==> config.mk <==
export PLATFORM = sky130hd
export DESIGN_NAME = ray_column_caster
export DESIGN_NICKNAME = d
export VERILOG_FILES = /design/src/rtl/ray_column_caster.sv
export SDC_FILE = /design/constraint.sdc
export NUM_CORES = 1
export LEC_CHECK = 0
export CAP_MARGIN = 20
export CORE_MARGIN = 8
export CORE_UTILIZATION = 30
export DETAILED_ROUTE_END_ITERATION = 8
export PLACE_DENSITY_LB_ADDON = 0.08
export RECOVER_POWER = 50
export SLEW_MARGIN = 20
export SYNTH_ARGS = -nofsm -noshare
export SYNTH_HDL_FRONTEND = slang
export SYNTH_SLANG_ARGS = --single-unit
==> constraint.sdc <==
create_clock -name clk -period 9.05 [get_ports clk]
set_input_delay 1.81 -clock clk [delete_from_list [all_inputs] [get_ports clk]]
set_output_delay 1.81 -clock clk [all_outputs]
set_load 0.005 [all_outputs]
==> src/rtl/ray_column_caster.sv <==
// ray_column_caster
//
// Sequential grid raycaster. On each frame kick it casts one ray per
// screen column through an 8x8 colour map. For each column it writes one
// record (wall height, colour, face flag) into the external column buffer.
//
// Optional build macro: RAYCAST_SIDE_SHADE_EN
//   defined   - col_side marks walls that were entered through a horizontal
//               face (only the cell row changed on the hit step)
//   undefined - col_side is tied to 0 and no face-tracking state exists
//
// Ports:
//   clk         system clock
//   rst         synchronous, active-high reset
//   start       one-cycle frame kick, ignored while busy
//   pos_x/y     player position, unsigned Q3.8 map cells
//   dir_x/y     view direction, signed Q1.8
//   plane_x/y   camera plane, signed Q1.8
//   grid_color  8x8 map, 2 bits per cell, cell i = y*8+x, 0 = empty
//   busy        frame in progress
//   done        one-cycle pulse after the last column write
//   col_we      column buffer write strobe
//   col_addr    column index being written
//   col_height  wall height in pixels, clamped to SCREEN_H
//   col_color   wall colour code (0 on a miss)
//   col_side    wall face flag
module ray_column_caster #(
  parameter int COLS_LOG2 = 6,
  parameter int SCREEN_H  = 480,
  parameter int HEIGHT_K  = 7680,
  parameter int MAX_STEPS = 255,
  parameter int OOB_COLOR = 1
) (
  input  logic         clk,
  input  logic         rst,
  input  logic         start,
  input  logic [10:0]  pos_x,
  input  logic [10:0]  pos_y,
  input  logic [9:0]   dir_x,
  input  logic [9:0]   dir_y,
  input  logic [9:0]   plane_x,
  input  logic [9:0]   plane_y,
  input  logic [127:0] grid_color,
  output logic         busy,
  output logic         done,
  output logic         col_we,
  output logic [7:0]   col_addr,
  output logic [8:0]   col_height,
  output logic [1:0]   col_color,
  output logic         col_side
);

  localparam int COLS = 1 << COLS_LOG2;

  typedef enum logic [2:0] {IDLE, SETUP, MARCH, DIV, WRITE, NEXT} state_t;

  state_t state_q, state_d;

  logic [10:0]  pos_x_q, pos_y_q;
  logic [9:0]   dir_x_q, dir_y_q, plane_x_q, plane_y_q;
  logic [127:0] grid_q;
  logic [7:0]   col_q;
  logic [11:0]  rdx_q, rdy_q;
  logic [17:0]  acc_x_q, acc_y_q;
  logic [7:0]   t_q;
  logic [1:0]   hit_color_q;
  logic [7:0]   divisor_q;
  logic [15:0]  div_q;
  logic [7:0]   rem_q;
  logic [3:0]   div_cnt_q;

  logic signed [11:0] cam_base, camx;
  logic signed [21:0] prod_x, prod_y;
  logic [11:0]  rdx_d, rdy_d;
  logic [17:0]  next_x, next_y;
  logic [7:0]   t_next;
  logic         oob, hit, miss;
  logic [1:0]   cell_code;
  logic [8:0]   rem_sh, rem_new;
  logic         div_ge;
  logic [15:0]  quo_new;
  logic [8:0]   height_clamped;
  logic         unused_bits;

  // Ray direction for the current column: camx spans [-1, 1) across the
  // screen, scaled into Q1.8 before weighting the camera plane.
  assign cam_base = $signed({3'b000, col_q, 1'b0}) - $signed(12'(COLS));
  assign camx     = cam_base <<< (8 - COLS_LOG2);
  assign prod_x   = $signed({{12{plane_x_q[9]}}, plane_x_q}) * $signed({{10{camx[11]}}, camx});
  assign prod_y   = $signed({{12{plane_y_q[9]}}, plane_y_q}) * $signed({{10{camx[11]}}, camx});
  assign rdx_d    = {{2{dir_x_q[9]}}, dir_x_q} + prod_x[19:8];
  assign rdy_d    = {{2{dir_y_q[9]}}, dir_y_q} + prod_y[19:8];

  // One march step. The Q1.8 direction lands on a Q.12 accumulator, so each
  // step advances 1/16 of the ray direction.
  assign next_x    = acc_x_q + {{6{rdx_q[11]}}, rdx_q};
  assign next_y    = acc_y_q + {{6{rdy_q[11]}}, rdy_q};
  assign t_next    = t_q + 8'd1;
  assign oob       = (next_x[17:15] != 3'b000) || (next_y[17:15] != 3'b000);
  assign cell_code = grid_q[{next_y[14:12], next_x[14:12], 1'b0} +: 2];
  assign hit       = oob || (cell_code != 2'b00);
  assign miss      = !hit && (t_next == 8'(MAX_STEPS));

  // Restoring divider step: the dividend shifts out of div_q while the
  // quotient bits shift in behind it.
  assign rem_sh  = {rem_q, div_q[15]};
  assign div_ge  = rem_sh >= {1'b0, divisor_q};
  assign rem_new = div_ge ? (rem_sh - {1'b0, divisor_q}) : rem_sh;
  assign quo_new = {div_q[14:0], div_ge};
  assign height_clamped = (quo_new > 16'(SCREEN_H)) ? 9'(SCREEN_H) : quo_new[8:0];

  assign unused_bits = ^{prod_x[21:20], prod_x[7:0], prod_y[21:20], prod_y[7:0], rem_new[8]};

  // State register.
  always_ff @(posedge clk) begin
    if (rst) state_q <= IDLE;
    else     state_q <= state_d;
  end

  // Next-state decode and the strobes that follow directly from the state.
  always_comb begin
    state_d = state_q;
    busy    = (state_q != IDLE);
    done    = 1'b0;
    col_we  = 1'b0;
    case (state_q)
      IDLE:  if (start) state_d = SETUP;
      SETUP: state_d = MARCH;
      MARCH: begin
        if (hit)       state_d = DIV;
        else if (miss) state_d = WRITE;
      end
      DIV:   if (div_cnt_q == 4'd15) state_d = WRITE;
      WRITE: begin
        col_we  = 1'b1;
        state_d = NEXT;
      end
      NEXT: begin
        if (col_q == 8'(COLS - 1)) begin
          done    = 1'b1;
          state_d = IDLE;
        end else begin
          state_d = SETUP;
        end
      end
      default: state_d = IDLE;
    endcase
  end

  // Datapath: frame snapshot, march accumulators, divider and the
  // column record, which only changes when the next WRITE is set up.
  always_ff @(posedge clk) begin
    if (rst) begin
      pos_x_q     <= '0;
      pos_y_q     <= '0;
      dir_x_q     <= '0;
      dir_y_q     <= '0;
      plane_x_q   <= '0;
      plane_y_q   <= '0;
      grid_q      <= '0;
      col_q       <= '0;
      rdx_q       <= '0;
      rdy_q       <= '0;
      acc_x_q     <= '0;
      acc_y_q     <= '0;
      t_q         <= '0;
      hit_color_q <= '0;
      divisor_q   <= '0;
      div_q       <= '0;
      rem_q       <= '0;
      div_cnt_q   <= '0;
      col_addr    <= '0;
      col_height  <= '0;
      col_color   <= '0;
    end else begin
      case (state_q)
        IDLE: begin
          if (start) begin
            pos_x_q   <= pos_x;
            pos_y_q   <= pos_y;
            dir_x_q   <= dir_x;
            dir_y_q   <= dir_y;
            plane_x_q <= plane_x;
            plane_y_q <= plane_y;
            grid_q    <= grid_color;
            col_q     <= '0;
          end
        end
        SETUP: begin
          rdx_q   <= rdx_d;
          rdy_q   <= rdy_d;
          acc_x_q <= {3'b000, pos_x_q, 4'b0000};
          acc_y_q <= {3'b000, pos_y_q, 4'b0000};
          t_q     <= '0;
        end
        MARCH: begin
          if (hit) begin
            hit_color_q <= oob ? 2'(OOB_COLOR) : cell_code;
            divisor_q   <= t_next;
            div_q       <= 16'(HEIGHT_K);
            rem_q       <= '0;
            div_cnt_q   <= '0;
          end else if (miss) begin
            col_addr   <= col_q;
            col_height <= '0;
            col_color  <= '0;
          end else begin
            acc_x_q <= next_x;
            acc_y_q <= next_y;
            t_q     <= t_next;
          end
        end
        DIV: begin
          div_q     <= quo_new;
          rem_q     <= rem_new[7:0];
          div_cnt_q <= div_cnt_q + 4'd1;
          if (div_cnt_q == 4'd15) begin
            col_addr   <= col_q;
            col_height <= height_clamped;
            col_color  <= hit_color_q;
          end
        end
        NEXT: begin
          if (col_q != 8'(COLS - 1)) col_q <= col_q + 8'd1;
        end
        default: ;
      endcase
    end
  end

`ifdef RAYCAST_SIDE_SHADE_EN
  logic hit_side_q;
  logic step_side;

  // Horizontal face only when the row changed but the column did not; a
  // diagonal entry counts as a vertical face.
  assign step_side = (next_y[17:12] != acc_y_q[17:12]) && (next_x[17:12] == acc_x_q[17:12]);

  // Face flag captured at the hit and published with the rest of the record.
  always_ff @(posedge clk) begin
    if (rst) begin
      hit_side_q <= 1'b0;
      col_side   <= 1'b0;
    end else begin
      if (state_q == MARCH && hit) hit_side_q <= step_side;
      if (state_q == MARCH && miss) col_side <= 1'b0;
      if (state_q == DIV && div_cnt_q == 4'd15) col_side <= hit_side_q;
    end
  end
`else
  assign col_side = 1'b0;
`endif

endmodule
Word level (Yosys, flattened, before mapping)
Index checks and enable logic that the tools add are counted.
{ "word_totals": {"latch_bits": 0, "in_bits": 193, "ff_bits": 326, "n_memories": 0, "rom_bits": 0, "out_inout_bits": 23, "mem_bits_rw": 0} }
{ "op_classes": {"magnitude_cmp": 2, "n_addsub": 9, "n_shift": 1, "n_mul": 2, "eq_ne": 17, "reduce_logical": 19, "bitwise": 0, "n_div": 0, "n_mux": 42} }
{ "ops": {"columns": ["operator", "count"], "rows": [
  ["$shiftx 128x8->2", 1],
  ["$mux 18", 4],
  ["$mux 8", 9],
  ["$pmux 18 s2", 2],
  ["$pmux 8 s2", 4],
  ["$add 18x18->18", 2],
  ["$mul 10x10->18", 2],
  ["$mux 9", 4],
  ["$pmux 16 s2", 1],
  ["$add 12x12->12", 2],
  ["$pmux 3 s6", 1],
  ["$pmux 9 s2", 1],
  ["$add 8x1->8 const B", 2],
  ["$gt 16x9->1 const B", 1],
  ["$mux 16", 1],
  ["$ne 2x2->1 const B", 7],
  ["$mux 3", 4],
  ["$sub 9x7->10 const B", 1],
  ["$ge 9x8->1", 1],
  ["$reduce_and 3->1", 3],
  ["$reduce_bool 3->1", 3],
  ["$eq 8x6->1 const B", 1],
  ["$eq 8x8->1 const B", 1],
  ["$mux 2", 4],
  ["19 further kinds", 30]
]} }

Logic depth before layout (Yosys ltp)
Gate-level depths: netlist of run 1.
{ "depth": {"depth_word": 9, "depth_mapped": 33} }

Worst setup path before layout of run 1
No wires, ideal clock.
{ "synth_timing": {"kind": "register to register", "from": "register col_q[5]", "to": "register rdy_q[11]", "slack_ns": 2.400, "path_stages_with_launch": 30, "n_path_buf": 3, "t_arrival_ns": 6.518, "path_cell_list": "dfxtp_1 clkbuf_1 inv_1 ha_1 xor2_1 clkbuf_1 clkbuf_1 nand2_1 fa_1 fa_1 inv_1 fa_1 fa_1 ha_1 ha_1 inv_1 o21ai_0 a21o_1 a21o_1 a21oi_1 nor2b_1 o21ai_0 nand2b_1 a21oi_1 xnor2_1 ha_1 o41ai_1 xnor2_1 xnor2_1 a21oi_1"} }
{ "synth_via": {"elab_chain_len": 3} }
{ "synth_lines": {"columns": ["element", "line_no", "rtl"], "rows": [
  ["start, declared", "62", "logic [7:0] col_q;"],
  ["start signal, assigned", "224", "if (col_q != 8'(COLS - 1)) col_q <= col_q + 8'd1;"],
  ["$sub 9x7->10", "87", "assign cam_base = $signed({3'b000, col_q, 1'b0}) - $signed(12'(COLS));"],
  ["$mul 10x10->18", "90", "assign prod_y = $signed({{12{plane_y_q[9]}}, plane_y_q}) * $signed({{10{camx[11]}}, camx});"],
  ["$add 12x12->12", "92", "assign rdy_d = {{2{dir_y_q[9]}}, dir_y_q} + prod_y[19:8];"],
  ["end signal, assigned", "191", "rdy_q <= rdy_d;"],
  ["end, declared", "63", "logic [11:0] rdx_q, rdy_q;"]
]} }
No other way between the ends.
A chain may end at the register's enable or synchronous reset.

Worst setup path after layout of run 1
{ "layout_timing": {"from": "input start", "to": "register grid_q[114]"} }
{ "layout_via": {"elab_chain_len": 1} }
{ "layout_lines": {"columns": ["element", "line_no", "rtl"], "rows": [
  ["start, declared", "36", "input logic start,"],
  ["$reduce_and 2->1 (no source line)", null, null],
  ["end signal, assigned", "185", "grid_q <= grid_color;"],
  ["end, declared", "61", "logic [127:0] grid_q;"]
]} }
No other way between the ends.

==> flow_metrics.py, run 1 <==
metrics = {
    "status": {
        "status": "finished with violations",
        "violations": "max-capacitance violations, max-slew violations",
    },
    "drt": {
        "drtIter0Drc": 817,
        "viasPerCell": 4.823,
        "dr.pass1.iters": 5,
        "num_vias": 18106,
        "wl_per_cell_um": 17.40,
        "detail-route-antenna-nets": 0,
        "routed_wirelength_um": 65320,
        "drcViolationCount": 0,
    },
    "cts": {
        "post_cts_resized": 0,
        "cts_tree": "done",
        "clock_sinks": 326,
        "postCtsHoldBufs": 0,
        "clk_pin_slew_ns": 0.05,
        "cts_max_level": 2,
        "cts_setup_buffers": 0,
        "clk_path_buf_depth": 3,
        "insertion_delay_ns": 0.57,
        "cts_made_buffers": 41,
        "cts-root-buf": "clkbuf_16",
    },
    "sta": {
        "finalSetupTns_ns": 0,
        "finalMaxSlewViolations": 198,
        "skew_ns": 0.02000,
        "clock.fmax_ghz": 0.1369,
        "grt_setup_unrepaired": "false",
        "setup_viol": 0,
        "worst_slack_ns": 1.748,
        "slew-limit-headroom_pct": -175.2,
        "post-route-min-period_ns": 7.302,
        "tightestPinTransition_ns": 4.127,
        "final_hold_viol_count": 0,
        "fin_crit_sh_pct": 80.69,
    },
    "power_and_ir_drop": {
        "power.leakage_nw": 10.92,
        "finalPower_w": 0.008688,
        "clock_power_share_pct": 19.7,
        "pwr-share-seq_pct": 22.0,
        "p_per_area_nw_per_um2": 328.7,
        "p_sw_share_pct": 43.61,
        "switchingPower_w": 0.003789,
        "share_comb_of_total_power_pct": 58.2,
        "ir_drop_v": 0.0002198,
        "intPower_w": 0.004899,
    },
    "setup_path": {
        "crit_path_start_kind": "input pin",
        "crit_fanout": 91,
        "worstSetupPathType": "in -> reg",
        "critical_path_required_ns": 9.53,
        "arrival_ns": 7.78,
        "setup.worst_path.end_class": "register",
    },
    "grt": {
        "grt_pass1_vias": 18828,
        "track_usage_pct": 15.77,
        "grt_pass1_wl_um": 105500,
        "antenna_found_initial": 4,
        "grt-ovfl-total": 0,
        "grt_start_max_net_pins": 160,
    },
    "synthesis": {
        "ys_seq_elements": 326,
        "syn_inst": 2641,
        "syn_avg_cell_area_um2": 8.392,
        "yosysWarnings": 0,
        "ys.flop_type": "dfxtp_1",
        "synth_edf_count": 0,
        "ys_types": 92,
        "synthesis.area_um2": 22160,
        "syn_nets": 3113,
        "ys_seq_area_share_pct": 29.45,
        "synth-async-reset-ratio_pct": 0,
    },
    "place": {
        "dp_hpwl_um": 48180,
        "gp_congestion": 0.7893,
        "post-place-ws_ns": 2.128,
        "place_area_um2": 25060,
        "placedCellCount": 3683,
        "portBuffers": 214,
    },
    "floorplan": {
        "num_rows": 99,
        "fp.dieW_um": 287.8,
        "start_util_pct": 30.33,
        "dieArea_um2": 82830,
        "coreArea_um2": 73080,
        "io_pins": 216,
        "dieHeight_um": 287.8,
    },
    "final_layout": {
        "final_area_um2": 26430,
        "fin_nets": 3239,
        "final_common_cell": "nand2_1",
        "final_cell_mix": "nand2_1 (592), dfxtp_1 (326), a21oi_1 (313)",
        "area_growth_pct": 19.26,
        "fin_cells": 3754,
        "drive_gt1_share_pct": 6.228,
    },
    "run": {
        "drv_cap": 3,
    },
    "min_path": {
        "hp-class": "reg -> reg",
    },
}
worst paths after layout:
kind	start	endpoint	slack, ns	depth (start not counted)
setup / recovery	start	grid_q[114]$_SDFFE_PP0P_	1.75	5
hold / removal	grid_q[21]$_SDFFE_PP0P_	grid_q[21]$_SDFFE_PP0P_	0.45	2
setup reg to reg	col_q[5]$_SDFFE_PP0P_	rdy_q[11]$_SDFFE_PP0P_	2.15	26
hold reg to reg	grid_q[21]$_SDFFE_PP0P_	grid_q[21]$_SDFFE_PP0P_	0.45	2
state kept, by name (all words and copies together) (netlist names), 9 cells and up:
signal,count
grid_q,128
acc_x_q,18
acc_y_q,18
div_q,16
rdx_q,12
rdy_q,12
pos_x_q,11
pos_y_q,11
dir_x_q,10
dir_y_q,10
plane_x_q,10
plane_y_q,10
col_height,9
logic make-up after synthesis:
logic type / synth area share (%)
buf+inv: 6.651
compound gates: 15.73
fa+ha+maj: 20.66
simple gates: 19.22
other cells: 0.01692
xor+xnor: 4.381
mux: 3.890
flops: 29.45
routing by layer:
layer	share of wire [%]	wire, um	track usage, %
met5	0.041	27	0
met4	2.0	1281	3.728
met3	4.7	3082	3.091
met2	48	31100	26.83
met1	46	29830	20.49
critical path, cell delays in order:
cell and delay [ns]:
dlygate4sd3_1 0.60, nand2_1 1.74, clkbuf_1 3.03, nand2_1 0.18, a21oi_1 0.27
layout make-up:
type                            instances  area (um2)
Fill cell                            7634       46650
Multi-Input combinational cell       1950       14190
Sequential cell                       326        6526
Timing Repair Buffer                  240        2342
Tap cell                              959        1200
Clock buffer                           54        1155
Inverter                              208       780.7
Clock inverter                         16       234.0
Antenna cell                            1       2.502
metrics by stage:
stage	utilization, %	hold slack, ns
detailed placement	34.28	0.4449
global placement	34.27	0.4404
finish	36.17	0.4501
floorplan	-	0.4315
global route	36.16	0.4708
CTS	36.18	0.4528
power groups by stage:
stage / Combinational [W] / Sequential [W] / Clock [W]
finish: 0.00506 / 0.00191 / 0.00171
global route: 0.00575 / 0.00195 / 0.00184
CTS: 0.00519 / 0.00192 / 0.00178
detailed placement: 0.00514 / 0.00195 / 0
global placement: 0.00514 / 0.00194 / 0
floorplan: 0.00401 / 0.00183 / 0
cell usage after synthesis (6+ instances only):
cell type | instances | share of area (%)
nand2_1 | 592 | 10
dfxtp_1 | 326 | 29
a21oi_1 | 313 | 7.1
inv_1 | 207 | 3.5
fa_1 | 145 | 13
ha_1 | 134 | 7.6
clkbuf_1 | 128 | 2.2
nor2_1 | 110 | 1.9
xnor2_1 | 79 | 3.1
and2_1 | 59 | 1.7
nor2b_1 | 41 | 1.2
o21ai_0 | 39 | 0.88
mux2i_1 | 37 | 1.7
nor3_1 | 34 | 0.77
xor2_1 | 30 | 1.2
nand2b_1 | 23 | 0.65
a21o_1 | 20 | 0.68
a211oi_2 | 19 | 1.1
nand3_1 | 17 | 0.38
mux4_2 | 16 | 1.6
o21bai_1 | 15 | 0.51
a211oi_1 | 13 | 0.44
and3_1 | 13 | 0.37
o21a_1 | 13 | 0.44
a22oi_1 | 12 | 0.41
nand4_1 | 9 | 0.25
nor4_1 | 9 | 0.25
buf_2 | 8 | 0.18
a22o_1 | 7 | 0.28
buf_1 | 7 | 0.12
buf_6 | 7 | 0.36
mux2_2 | 6 | 0.30
nand3b_1 | 6 | 0.20
nor3b_1 | 6 | 0.20
o21ai_1 | 6 | 0.14
or4b_1 | 6 | 0.27
Note: power is estimated with default switching activity, not from simulation.
==> run 2, diff against run 1 <==
clock period = 7.2 ns   (was 9.05 ns; I/O delays follow)
==> flow_metrics.py, run 2 (synthesized netlist as in run 1, its figures left out) <==
metrics = {
    "sta": {
        "final_hold_viol_count": 0,
        "tightestPinTransition_ns": 4.562,
        "clock.fmax_ghz": 0.1528,
        "post-route-min-period_ns": 6.543,
        "grt_setup_unrepaired": "false",
        "fin_crit_sh_pct": 90.87,
        "skew_ns": 0.01919,
        "finalMaxSlewViolations": 269,
        "slew-limit-headroom_pct": -204.1,
        "finalSetupTns_ns": 0,
        "setup_viol": 0,
    },
    "floorplan": {
        "num_rows": 99,
        "fp.dieW_um": 287.8,
        "coreArea_um2": 73080,
        "start_util_pct": 30.33,
        "io_pins": 216,
        "dieArea_um2": 82830,
        "dieHeight_um": 287.8,
    },
    "power_and_ir_drop": {
        "p_sw_share_pct": 43.75,
        "switchingPower_w": 0.004761,
        "ir_drop_v": 0.0002367,
        "pwr-share-seq_pct": 22.1,
        "share_comb_of_total_power_pct": 58.5,
        "power.leakage_nw": 10.94,
        "finalPower_w": 0.01088,
        "clock_power_share_pct": 19.4,
        "p_per_area_nw_per_um2": 411.2,
        "intPower_w": 0.006121,
    },
    "place": {
        "gp_congestion": 0.8009,
        "portBuffers": 214,
        "dp_hpwl_um": 48300,
    },
    "grt": {
        "antenna_found_initial": 10,
        "grt_pass1_vias": 18467,
        "grt_start_max_net_pins": 160,
        "track_usage_pct": 15.55,
        "grt_pass1_wl_um": 103500,
        "grt-ovfl-total": 0,
    },
    "drt": {
        "drtIter0Drc": 775,
        "viasPerCell": 4.831,
        "routed_wirelength_um": 65200,
        "num_vias": 18193,
        "detail-route-antenna-nets": 0,
        "wl_per_cell_um": 17.31,
        "dr.pass1.iters": 5,
        "drcViolationCount": 0,
    },
    "final_layout": {
        "final_cell_mix": "nand2_1 (592), dfxtp_1 (326), a21oi_1 (313)",
        "largest_registers": "grid_q x128, acc_x_q x18, acc_y_q x18",
        "area_growth_pct": 19.43,
        "largest_reg_flops": 128,
        "final_common_cell": "nand2_1",
        "fin_nets": 3244,
        "largest_register": "grid_q",
        "drive_gt1_share_pct": 6.388,
    },
    "cts": {
        "clock_sinks": 326,
        "cts_setup_buffers": 0,
        "cts_max_level": 2,
        "cts-root-buf": "clkbuf_16",
        "cts_tree": "done",
        "post_cts_resized": 0,
        "clk_pin_slew_ns": 0.06,
        "clk_path_buf_depth": 3,
        "postCtsHoldBufs": 0,
        "insertion_delay_ns": 0.57,
        "cts_made_buffers": 42,
    },
    "status": {
        "violations": "max-capacitance violations, max-slew violations",
        "status": "finished with violations",
    },
    "setup_path": {
        "critical_path_required_ns": 7.63,
        "setup.worst_path.end_class": "register",
        "arrival_ns": 6.97,
        "crit_path_start_kind": "register",
        "worstSetupPathType": "reg -> reg",
        "crit_fanout": 22,
        "rr_worst_depth": 26,
    },
    "run": {
        "drv_cap": 3,
    },
    "min_path": {
        "hp-class": "reg -> reg",
        "hold-path-cell-count": 2,
    },
}
==> run 2: changes by cell type in the layout (fill, tap and decap cells not counted), sizes merged <==
cell	delta
clkbuf	+6
bufinv	-3
inv	+1
diode	+4
clkinvlp	+1
buf	+1
clkinv	+2
==> run 2: power by group through the flow <==
stage          Sequential [W]  Combinational [W]  Clock, W
3_3_place_gp          0.00244            0.00643         0
2_1_floorplan         0.00230            0.00504         0
5_1_grt               0.00245            0.00720   0.00227
4_1_cts               0.00241            0.00651   0.00219
6_report              0.00240            0.00637   0.00211
3_5_place_dp          0.00244            0.00645         0
==> run 2: layout make-up <==
class                   instances  area (um2)
fillers                      7616       46610
multi-input cells            1950       14190
flip-flops and latches        326        6526
repair buffers                244        2375
clock buffers                  57        1209
well taps                     959        1200
inverters                     208       780.7
clock inverters                17       173.9
diodes                          5       12.51
==> run 2: path summary, 6_finish.rpt <==
| kind | startpoint | endpoint | slack, ns |
|---|---|---|---|
| setup / recovery | col_q[0]$_SDFFE_PP0P_ | rdy_q[11]$_SDFFE_PP0P_ | 0.66 |
| hold / removal | grid_q[104]$_SDFFE_PP0P_ | grid_q[104]$_SDFFE_PP0P_ | 0.45 |
| hold reg to reg | grid_q[104]$_SDFFE_PP0P_ | grid_q[104]$_SDFFE_PP0P_ | 0.45 |
| setup reg to reg | col_q[0]$_SDFFE_PP0P_ | rdy_q[11]$_SDFFE_PP0P_ | 0.66 |
==> run 2: stage by stage <==
step                      util (%)  area [um2]  instances  setup WS [ns]  hold slack (ns)
after global placement       34.35       25100       3687         0.8299           0.4406
final                        36.22       26470       3766         0.6572           0.4511
after CTS                    36.24       26490       3761         0.6167           0.4525
after global routing         36.20       26460       3761        0.06281           0.4710
after floorplan                  -       22160       2641         0.5496           0.4315
after detailed placement     34.35       25100       3687         0.6229           0.4439
==> run 2: metal layers <==
layer	wire length, um	global-route usage (%)
met1	29980	20.55
met2	30320	25.79
met3	3388	3.217
met4	1469	3.930
met5	41	0
==> run 2: critical path: stages, from the launching register on <==
cell,delay (ns)
dfxtp_1,0.94
nand2_1,0.20
fa_1,0.49
fa_1,0.54
inv_1,0.04
ha_1,0.27
inv_1,0.05
fa_1,0.48
inv_1,0.04
ha_1,0.26
ha_1,0.16
inv_1,0.06
fa_1,0.47
inv_1,0.06
ha_1,0.27
a21o_1,0.17
a21oi_1,0.22
o21bai_1,0.09
a21oi_1,0.22
o21bai_1,0.09
a21oi_1,0.22
nor2b_1,0.08
o21a_1,0.18
o41ai_1,0.37
xnor2_1,0.19
xnor2_1,0.14
a21oi_1,0.08
